$ cat config.mk
export PLATFORM = sky130hd
export DESIGN_NAME = pp_gen_seq_16
export DESIGN_NICKNAME = d
export VERILOG_FILES = /design/src/rtl/moda_pkg.sv /design/src/rtl/mul8_unit.sv /design/src/rtl/pp_gen_seq_16.sv
export SDC_FILE = /design/constraint.sdc
export NUM_CORES = 1
export LEC_CHECK = 0
export ABC_AREA = 1
export CORE_MARGIN = 1.5
export CORE_UTILIZATION = 50
export DETAILED_ROUTE_END_ITERATION = 10
export PLACE_DENSITY = 0.71
export SYNTH_ARGS = -nofsm -noshare
export SYNTH_HDL_FRONTEND = slang
export SYNTH_HIERARCHICAL = 1
export SYNTH_SLANG_ARGS = --single-unit
$ cat constraint.sdc
create_clock -name clk -period 9 [get_ports clk]
set_input_delay 1.8 -clock clk [delete_from_list [all_inputs] [get_ports clk]]
set_output_delay 1.8 -clock clk [all_outputs]
set_load 0.02 [all_outputs]
$ cat src/rtl/moda_pkg.sv
// Shared types and widths for the 16x16 approximate multiplier front end:
// FSM states, partial-product tags and the operand half selector.
package moda_pkg;

    localparam int OP_W   = 16;
    localparam int HALF_W = 8;
    localparam int PP_W   = 16;

    typedef enum logic [1:0] {
        IDLE  = 2'd0,
        ISSUE = 2'd1,
        DRAIN = 2'd2,
        DONE  = 2'd3
    } state_t;

    typedef logic [1:0] tag_t;

    localparam tag_t PP_LL = 2'd0;
    localparam tag_t PP_LH = 2'd1;
    localparam tag_t PP_HL = 2'd2;
    localparam tag_t PP_HH = 2'd3;

    // Pick the high or low byte of an operand.
    function automatic logic [HALF_W-1:0] half_sel(input logic [OP_W-1:0] v, input logic hi);
        return hi ? v[OP_W-1:HALF_W] : v[HALF_W-1:0];
    endfunction

endpackage

$ cat src/rtl/mul8_unit.sv
// Exact unsigned 8x8 multiplier with MUL_LAT register stages; the tag and
// valid bit ride alongside the product so the caller knows where it belongs.
module mul8_unit
    import moda_pkg::*;
#(
    parameter int MUL_LAT = 1
) (
    input  logic              clk,
    input  logic              rst_n,
    input  logic [HALF_W-1:0] x,
    input  logic [HALF_W-1:0] y,
    input  logic              in_vld,
    input  tag_t              in_tag,
    output logic [PP_W-1:0]   p,
    output logic              out_vld,
    output tag_t              out_tag
);

    logic [PP_W-1:0] prod_d;
    logic [PP_W-1:0] prod_q [MUL_LAT];
    logic            vld_q  [MUL_LAT];
    tag_t            tag_q  [MUL_LAT];

    always_comb begin
        prod_d = PP_W'(x) * PP_W'(y);
    end

    // Only the control side is reset, so an abort empties the pipe at once.
    always_ff @(posedge clk or negedge rst_n) begin
        if (!rst_n) begin
            for (int i = 0; i < MUL_LAT; i++) begin
                vld_q[i] <= 1'b0;
                tag_q[i] <= PP_LL;
            end
        end else begin
            vld_q[0] <= in_vld;
            tag_q[0] <= in_tag;
            for (int i = 1; i < MUL_LAT; i++) begin
                vld_q[i] <= vld_q[i-1];
                tag_q[i] <= tag_q[i-1];
            end
        end
    end

    always_ff @(posedge clk) begin
        prod_q[0] <= prod_d;
        for (int i = 1; i < MUL_LAT; i++) begin
            prod_q[i] <= prod_q[i-1];
        end
    end

    assign p       = prod_q[MUL_LAT-1];
    assign out_vld = vld_q[MUL_LAT-1];
    assign out_tag = tag_q[MUL_LAT-1];

endmodule

$ cat src/rtl/pp_gen_seq_16.sv
// Sequential partial-product generator: one shared 8x8 unit produces ll, lh,
// hl, hh over four issue cycles and holds them until the consumer takes them.
module pp_gen_seq_16
    import moda_pkg::*;
#(
    parameter int MUL_LAT = 1
) (
    input  logic            clk,
    input  logic            rst_n,
    input  logic            in_valid,
    output logic            in_ready,
    input  logic [OP_W-1:0] a,
    input  logic [OP_W-1:0] b,
    output logic            out_valid,
    input  logic            out_ready,
    output logic [PP_W-1:0] ll,
    output logic [PP_W-1:0] lh,
    output logic [PP_W-1:0] hl,
    output logic [PP_W-1:0] hh
);

    state_t          state_q, state_d;
    tag_t            idx_q, idx_d;
    logic [OP_W-1:0] a_q, a_d, b_q, b_d;
    logic            out_valid_q, out_valid_d;
    logic [PP_W-1:0] slot_q [4];
    logic [PP_W-1:0] slot_d [4];

    logic [HALF_W-1:0] mul_x, mul_y;
    logic              mul_in_vld;
    logic [PP_W-1:0]   mul_p;
    logic              mul_out_vld;
    tag_t              mul_out_tag;
    logic              accept;

    // A finished result may be replaced in the same cycle it is handed off.
    assign in_ready = (state_q == IDLE) || ((state_q == DONE) && out_ready);
    assign accept   = in_valid && in_ready;

    // idx[1] selects the high byte of a, idx[0] the high byte of b.
    assign mul_x      = half_sel(a_q, idx_q[1]);
    assign mul_y      = half_sel(b_q, idx_q[0]);
    assign mul_in_vld = (state_q == ISSUE);

    mul8_unit #(.MUL_LAT(MUL_LAT)) u_mul (
        .clk     (clk),
        .rst_n   (rst_n),
        .x       (mul_x),
        .y       (mul_y),
        .in_vld  (mul_in_vld),
        .in_tag  (idx_q),
        .p       (mul_p),
        .out_vld (mul_out_vld),
        .out_tag (mul_out_tag)
    );

    always_comb begin
        state_d     = state_q;
        idx_d       = idx_q;
        a_d         = a_q;
        b_d         = b_q;
        out_valid_d = out_valid_q;
        slot_d      = slot_q;

        if (mul_out_vld) begin
            slot_d[mul_out_tag] = mul_p;
        end

        case (state_q)
            IDLE: begin
                if (accept) begin
                    a_d     = a;
                    b_d     = b;
                    idx_d   = PP_LL;
                    state_d = ISSUE;
                end
            end
            ISSUE: begin
                idx_d = idx_q + 2'd1;
                if (idx_q == PP_HH) begin
                    state_d = DRAIN;
                end
            end
            DRAIN: begin
                if (mul_out_vld && (mul_out_tag == PP_HH)) begin
                    out_valid_d = 1'b1;
                    state_d     = DONE;
                end
            end
            DONE: begin
                if (out_ready) begin
                    out_valid_d = 1'b0;
                    if (accept) begin
                        a_d     = a;
                        b_d     = b;
                        idx_d   = PP_LL;
                        state_d = ISSUE;
                    end else begin
                        state_d = IDLE;
                    end
                end
            end
            default: state_d = IDLE;
        endcase
    end

    always_ff @(posedge clk or negedge rst_n) begin
        if (!rst_n) begin
            state_q     <= IDLE;
            idx_q       <= PP_LL;
            a_q         <= '0;
            b_q         <= '0;
            out_valid_q <= 1'b0;
            for (int i = 0; i < 4; i++) begin
                slot_q[i] <= '0;
            end
        end else begin
            state_q     <= state_d;
            idx_q       <= idx_d;
            a_q         <= a_d;
            b_q         <= b_d;
            out_valid_q <= out_valid_d;
            for (int i = 0; i < 4; i++) begin
                slot_q[i] <= slot_d[i];
            end
        end
    end

    assign out_valid = out_valid_q;
    assign ll        = slot_q[PP_LL];
    assign lh        = slot_q[PP_LH];
    assign hl        = slot_q[PP_HL];
    assign hh        = slot_q[PP_HH];

endmodule

==> impl_metrics.csv <==
group,metric,value,unit
cells_and_area,instances_no_fill,1132,
detailed_routing,ant_nets,0,
clock_tree,cts_resized,0,
global_routing,grt_pass1_wl,25100,µm
cells_and_area,drive_above_1_share,8.09,%
setup_path,worst-endpoint-required,9.31,ns
setup_path,r2r_cells,22,
global_routing,grt_usage,22.0,%
timing,min_period,4.95,ns
detailed_routing,drc_errors,0,
die,initial_utilization,51.0,%
detailed_routing,wl_met1,6700,µm
clock_tree,cts-hold-fix-buffers,0,
place,pre_cts_ws,4.07,ns
cells_and_area,diodes,0,
clock_tree,cts_tree,"built",
min_path,hold_depth,2,
die,fp.dieH,121,µm
min_path,hold_end,"a_q[11]",
clock_tree,clk_pin_slew_worst_paths,0.05,ns
die,rows,43,
global_routing,antenna_found_initial,0,
detailed_routing,wl,14400,µm
timing,clock_skew,0.00676,ns
setup_path,worstPathArrival,5.25,ns
timing,setup_tns,0,ns
logic_synthesis,syn_area,0.00702,mm²
run_status,status,"completed",
timing,fin_ws,4.05,ns
logic_synthesis,ys_seq_area_share,41.6,%
cells_and_area,final_nets,1054,
die,core,0.0138,mm²
setup_path,worstReg2RegStart,"idx_q[0]",
clock_tree,cts_buffers,17,
detailed_routing,wl_per_cell,12.8,µm
detailed_routing,wl_met2,6960,µm
setup_path,r2r_setup_slack,4.05,ns
cells_and_area,fill_cells,1251,
place,gp_congestion,0.870,
clock_tree,clk-insertion-delay-late,0.41,ns
cells_and_area,final_cell_mix,"262 x nand2_1, 177 x inv_1, 104 x dfrtp_1",
setup_path,r2r-end,"u_mul/prod_q[0][12]",
detailed_routing,route.met3.wl,704,µm
setup_path,crit_type,"reg2reg",
logic_synthesis,yosys_most_used_dff,"dfrtp_1",
clock_tree,root_buffer,"clkbuf_16",
timing,max-slew-margin-rel,27.2,%
timing,hold_violations,0,
timing,timing.final.crit_share,55.0,%
min_path,hp-class,"reg2reg",
clock_tree,cts_max_path_buffers,2,
cells_and_area,syn_to_final_growth,25.1,%
logic_synthesis,syn_avg_cell_area,8.27,µm²
die,die_w,121,µm
clock_tree,post-cts-setup-buffer-count,0,
timing,maxSlewViolCount,0,
logic_synthesis,syn-num-nets,964,
timing,worst_pin_slew,1.09,ns
timing,rsz0062_at_grt,"false",
setup_path,crit_fanout,12,
clock_tree,cts_num_sinks,120,
logic_synthesis,synth.distinct_cells,29,
place,placed_cells,1100,
min_path,min-delay-start,"a_q[11]",
detailed_routing,dr.pass1.iters,5,
timing,max_freq,202,MHz
timing,setup_violations,0,
logic_synthesis,synth-async-reset-ratio,86.7,%
logic_synthesis,synthTopCellsByArea,"dfrtp_1 37%, nand2_1 14%, fa_1 10%, inv_1 9.5%, ha_1 7.7%",
detailed_routing,vias,5418,
logic_synthesis,synth_top_area_cell,"dfrtp_1",
flow_run,maxCapViolations,0,
clock_tree,ctsHtreeMaxLevel,4,
global_routing,grt_max_degree,65,
logic_synthesis,synth_warnings,6,
place,hpwlAfterDp,10400,µm
global_routing,overflow,0,
detailed_routing,top_layer,"met4",
logic_synthesis,ys_ff_latch,120,
setup_path,start_kind,"register",
logic_synthesis,netlist_instances,849,
cells_and_area,layout_commonest_cell,"nand2_1",
global_routing,grt_pass1_vias,5415,
detailed_routing,drt_iter0_markers,299,
die,ioPinCount,102,
setup_path,cp-end-kind,"register",
logic_synthesis,netlist.area_leader.share,37.1,%
place,port_buffers,101,
logic_synthesis,synth-edff-count,0,
detailed_routing,via_per_inst,4.79,
die,die_area,0.0148,mm²
==> critical path: stages (launching register included) <==
cell and delay (ns):
dfrtp_1 0.63, clkinv_1 0.41, nand2_1 0.16, nand2_1 0.23, nand2_1 0.14, inv_1 0.06
fa_1 0.53, inv_1 0.05, fa_1 0.47, inv_1 0.05, fa_1 0.54, inv_1 0.06
fa_1 0.52, inv_1 0.04, ha_1 0.37, nand2_2 0.12, inv_1 0.06, nand2_1 0.06
nand2_1 0.05, nand2_1 0.08, nand3_1 0.09, nand2_1 0.08, nand2_1 0.05
==> per-layer routing <==
| layer | vias up | GRT usage, % |
|---|---|---|
| li1 | 2722 | - |
| met1 | 2565 | 28.7 |
| met2 | 124 | 36.4 |
| met3 | 7 | 4.89 |
| met4 | 0 | 7.06 |
| met5 | - | 0 |
==> logic make-up (layout without fill, tap and decap cells) <==
group	after synthesis	in the layout	share of synthesized area [%]
AND/OR/NAND/NOR	314	314	18.1
flip-flops	120	120	41.6
adder cells (fa/ha/maj)	79	79	17.9
XOR/XNOR	7	7	0.874
buffers and inverters	218	321	12.3
AO/OA/AOI/OAI	111	111	9.13
==> Yosys cell counts (2+ instances only) <==
cell        n
nand2_1   262
inv_1     177
dfrtp_1   104
o21ai_0    72
ha_1       43
fa_1       36
clkbuf_1   28
nand3_1    17
dfxtp_1    16
nor2_1     16
o21ai_2    14
o21ai_1    10
a21oi_2     8
a21oi_1     6
nor2_2      6
xor2_1      6
buf_6       5
nand4_1     5
inv_2       4
nand2_2     3
buf_2       2
nand3_2     2
==> metrics by stage <==
| stage | instance area, µm² | hold WS (ns) | util (%) |
|---|---|---|---|
| after floorplan | 7020 | 0.375 | - |
| after global routing | 8780 | 0.496 | 63.7 |
| final | 8780 | 0.479 | 63.7 |
| after detailed placement | 8120 | 0.469 | 58.9 |
| after global placement | 8120 | 0.465 | 58.9 |
| after CTS | 8780 | 0.482 | 63.7 |
==> state kept, by name (all words and copies together) (netlist names), 16 cells and up <==
name,cells
hl,16
hh,16
a_q,16
lh,16
ll,16
b_q,16
u_mul/prod_q,16
==> area by class of cell <==
type / count / area (µm²) / share of cell area, %
Sequential cell: 120 / 2920 / 33.3
Inverter: 182 / 683 / 7.78
Tap cell: 180 / 225 / 2.57
Clock buffer: 19 / 443 / 5.05
Clock inverter: 13 / 218 / 2.48
Timing Repair Buffer: 107 / 1050 / 12.0
Multi-Input combinational cell: 511 / 3230 / 36.8
==> worst max path at each step <==
stage                               end  startpoint  slack (ns)
floorplan           u_mul/prod_q[0][11]    idx_q[1]        4.70
global placement               in_ready   out_ready        4.14
detailed placement  u_mul/prod_q[0][12]    idx_q[1]        4.07
CTS                 u_mul/prod_q[0][12]    idx_q[1]        4.06
global route        u_mul/prod_q[0][12]    idx_q[1]        3.68
finish              u_mul/prod_q[0][12]    idx_q[0]        4.05
Power is not shown: default switching activity piles up to over one toggle a cycle in this logic, so the estimate is an artifact.
==> edit 1, RTL diff (config.mk and constraints unchanged) <==
Re-encode `state_t` (4 states) as one-hot, 4 bits wide.
--- a/src/rtl/moda_pkg.sv
+++ b/src/rtl/moda_pkg.sv
@@ -6,11 +6,11 @@
     localparam int HALF_W = 8;
     localparam int PP_W   = 16;
 
-    typedef enum logic [1:0] {
-        IDLE  = 2'd0,
-        ISSUE = 2'd1,
-        DRAIN = 2'd2,
-        DONE  = 2'd3
+    typedef enum logic [3:0] {
+        IDLE  = 4'b0001,
+        ISSUE = 4'b0010,
+        DRAIN = 4'b0100,
+        DONE  = 4'b1000
     } state_t;
 
     typedef logic [1:0] tag_t;
Behaviour: no difference found for any inputs over 4 cycles, from zero or initial values and one cycle with rst_n low; so few cycles prove little.
==> edit 1 against the unedited design <==
Global-route usage is 0.36 points higher; first-iteration DRC count is 43% higher; register-to-register slack hardly changed; non-clock buffer count is 3 lower; critical endpoint is now in_ready; sequential cell count is 2 higher; final area is 1.1% lower; routed wire length is 0.53% lower; largest cell class unchanged; synthesized area is 0.66% lower; critical path depth is 18 lower; setup slack worse by 0.17 ns.
Power is left out: the tool's default activity adds up to more than one toggle a clock period on the data nets, which glitch-free logic cannot reach.
==> edit 1: results (changes against the unedited design) <==
Status
  • Status: finished clean

Route
  • Met3 WL post-DR: 546 microns (-22%)
  • M1 WL: 6800 microns (+1.5%)
  • Routed vias: 5,516 (+1.8%)
  • Drt initial violations: 427 (+43%)
  • Post-Route WL: 14,400 microns (-0.53%)

Global route
  • First-pass GRT wire length: 25,900 microns (+3.2%)
  • GRT Util Overall: 22.3% (+0.36 points)
  • Global-route track usage on met3: 4.93% (+0.047 points)
  • Vias in the first global route: 5,701 (+5.3%)
  • Largest net degree at the start of global routing: 67 (+3.1%)
  • GR Util met2: 37.3% (+0.88 points)

Yosys
  • Sequential share of the synthesized area: 42.7% (+1.0 points)
  • Post-synthesis adder-cell area fraction: 17.0% (-0.96 points)
  • Synth Area in XOR/XNOR: 0.879% (+0.0058 points)
  • Net count after synthesis: 967 (+0.31%)
  • Async SR Flop Fraction: 86.9% (+0.22 points)
  • Area contributors post-synth: dfrtp_1, nand2_1, fa_1
  • Synth Area in Compound Gates: 6.75% (-2.4 points)
  • Synth top cells by count: nand2_1, inv_1, dfrtp_1, o21ai_0, nand3_1
  • Cell variety after synth: 26 (-10%)
  • Post-Syn Instances: 858 (+1.1%)

Final layout
  • Non-filler instance count after layout: 1,130 (-0.18%)
  • Filler Cells Inserted: 1,142 (-8.7%)
  • Final core occ: 64.8% (+1.1 points)
  • Layout cells sized above 1: 6.92% (-1.2 points)

STA
  • Slew margin rel.: 25.0% (-2.2 points)
  • Clk_skew: 0.00852 ns (+0.00177 ns)

Place
  • Hpwl dp: 10,600 microns (+1.8%)
  • Final RePlAce weighted congestion: 0.810 (-6.8%)
  • Placed Area: 8050 sq um (-0.85%)

Critical path
  • CP startpoint: out_ready
  • CP top delay family: buffers and inverters
  • Slowest-stage cell, CP: clkdlybuf4s50_1
  • CP Max Fanout: 26 (+14)
  • Crit path arrival time: 3.31 ns (-1.94 ns)

Worst hold path
  • HP Start: b_q[10]
[edit 1: cell count changes in the layout (fill, tap and decap cells not counted), moves of 4 or more]
cell and delta:
nand2_1 +27, inv_1 -21, nand3_1 +21, o21ai_2 -14, o21ai_1 -10, ha_1 -6, nor2_2 +4
[edit 1: tightest hold or removal path, stage by stage, from the launching register on]
cell and delay [ns]:
dfrtp_1 0.34, nand2_1 0.05, nand2_1 0.04
[edit 1: final timing paths]
kind	slack, ns	cells after the start	to
worst min register to register	0.47	2	b_q[10]
worst min-delay path	0.47	2	b_q[10]
max in group asynchronous	6.44	2	lh[9]
worst max-delay path	3.89	4	in_ready
min in group asynchronous	1.37	1	out_valid
worst max register to register	4.06	18	u_mul/prod_q[0][11]
[edit 1: layout make-up]
type,instances,area share [%]
Multi-Input combinational cell,534,37.0
Inverter,162,7.00
Sequential cell,122,34.3
Clock buffer,19,5.10
Tap cell,176,2.54
Timing Repair Buffer,104,11.9
Clock inverter,13,2.19
==> edit 2, RTL diff (same flow settings) <==
Without the edit above. `MUL_LAT` is set to 1 in 2 places; all go to 2.
--- a/src/rtl/mul8_unit.sv
+++ b/src/rtl/mul8_unit.sv
@@ -3,7 +3,7 @@
 module mul8_unit
     import moda_pkg::*;
 #(
-    parameter int MUL_LAT = 1
+    parameter int MUL_LAT = 2
 ) (
     input  logic              clk,
     input  logic              rst_n,
--- a/src/rtl/pp_gen_seq_16.sv
+++ b/src/rtl/pp_gen_seq_16.sv
@@ -3,7 +3,7 @@
 module pp_gen_seq_16
     import moda_pkg::*;
 #(
-    parameter int MUL_LAT = 1
+    parameter int MUL_LAT = 2
 ) (
     input  logic            clk,
     input  logic            rst_n,
Formal check against the unedited RTL: not equivalent (a bounded check fails within 4 cycles, from zero or initial values and one cycle with rst_n low).
==> edit 2 against the unedited design <==
Count of clock-buffer cells in the layout rose by 1; routed wire length is 1.1% lower; synthesized area up 7.6%; sequential cell count increased by 19; first-iteration DRC count is 12% higher; setup slack gained 0.071 ns; highest routed layer unchanged; the run now ends with design-rule violations left; via count increased by 1.8%; final area is 4.1% higher; critical endpoint is now in_ready; sequential share of layout area increased by 3.0 points.
Power is left out: the tool's default activity adds up to more than one toggle a clock period on the data nets, which glitch-free logic cannot reach.
==> edit 2: results (changes against the unedited design) <==
Status
  • Status: finished with violations
  • Failing checks: design-rule violations

Place
  • Hpwl dp: 10,300 microns (-0.91%)
  • Placed Area: 8540 sq um (+5.2%)

Route
  • DRT Pass-1 Iters: 10 (+5)
  • Drt initial violations: 335 (+12%)
  • Post-Route WL: 14,300 microns (-1.1%)
  • Drt via density: 4.76 (-0.51%)
  • # DRC: 10 (+10)

Global route
  • First-pass GRT wire length: 25,400 microns (+0.99%)
  • GRT Util Overall: 19.8% (-2.2 points)
  • Vias in the first global route: 5,502 (+1.6%)
  • Initial antenna violation count: 0 (unchanged)

Yosys
  • Net count after synthesis: 1,001 (+3.8%)
  • Async SR Flop Fraction: 77.0% (-9.7 points)
  • Area contributors post-synth: dfrtp_1, nand2_1, fa_1
  • Sequential share of the synthesized area: 44.0% (+2.3 points)
  • Synth top cells by count: nand2_1, inv_1, dfrtp_1, o21ai_0, ha_1

Critical path
  • Crit path arrival time: 3.07 ns (-2.18 ns)
  • R2r setup slk: 4.14 ns (+0.09 ns)
  • CP Max Fanout: 4 (-8)
  • R2R Path Start: idx_q[1]
  • Reg2Reg Depth: 18 (-18%)

STA
  • Slew margin rel.: 28.7% (+1.5 points)
  • Clk_skew: 0.0125 ns (+0.00579 ns)

Worst hold path
  • Worst Hold End: u_mul/prod_q[0][29]
  • HP Start: u_mul/prod_q[0][13]
  • Hold depth: 0 (-2)

Final layout
  • Ant. Diodes: 0 (unchanged)
  • Layout cells sized above 1: 8.21% (+0.13 points)
  • Register name with the most flops: u_mul/prod_q
  • Final core occ: 62.4% (-1.3 points)
  • Final nets: 1,076 (+2.1%)
## edit 2: worst max-delay path by stage
stage                     startpoint                   to  cells past startpoint
final                      out_ready             in_ready                      4
after global routing        idx_q[1]  u_mul/prod_q[0][13]                     18
after floorplan             idx_q[1]  u_mul/prod_q[0][11]                     21
after global placement     out_ready             in_ready                      4
after detailed placement   out_ready             in_ready                      4
after CTS                  out_ready             in_ready                      4
## edit 2: cell type report
cell class	count	area share [%]
Tap cell	184	2.52
Multi-Input combinational cell	511	35.4
Sequential cell	139	36.3
Timing Repair Buffer	110	11.8
Clock buffer	20	5.00
Inverter	182	7.48
Clock inverter	12	1.52
## edit 2: through the flow
stage	cells	hold slack (ns)	setup WS, ns
3_3_place_gp	1126	0.311	4.15
5_1_grt	1158	0.331	3.76
2_1_floorplan	886	0.310	4.70
4_1_cts	1158	0.325	4.12
6_report	1158	0.324	4.13
3_5_place_dp	1126	0.312	4.13
## edit 2: logic make-up (layout without fill, tap and decap cells)
group	count (synthesis)	after routing	share of synthesized area [%]
XOR/XNOR	7	7	0.812
flip-flops	139	139	44.0
AO/OA/AOI/OAI	111	111	8.49
adder cells (fa/ha/maj)	79	79	16.7
buffers and inverters	236	324	13.2
AND/OR/NAND/NOR	314	314	16.9
## edit 2: per-layer routing
| layer | GRT usage, % | routed length, microns |
|---|---|---|
| met1 | 26.1 | 6720 |
| met2 | 33.1 | 6850 |
| met3 | 4.46 | 640 |
| met4 | 5.34 | 68 |
| met5 | 0 | 0 |
## edit 2: worst max-delay path: stages
cell	delay [ns]
clkdlybuf4s50_1	0.50
nand2_2	0.08
nand2_4	0.09
clkdlybuf4s50_1	0.60
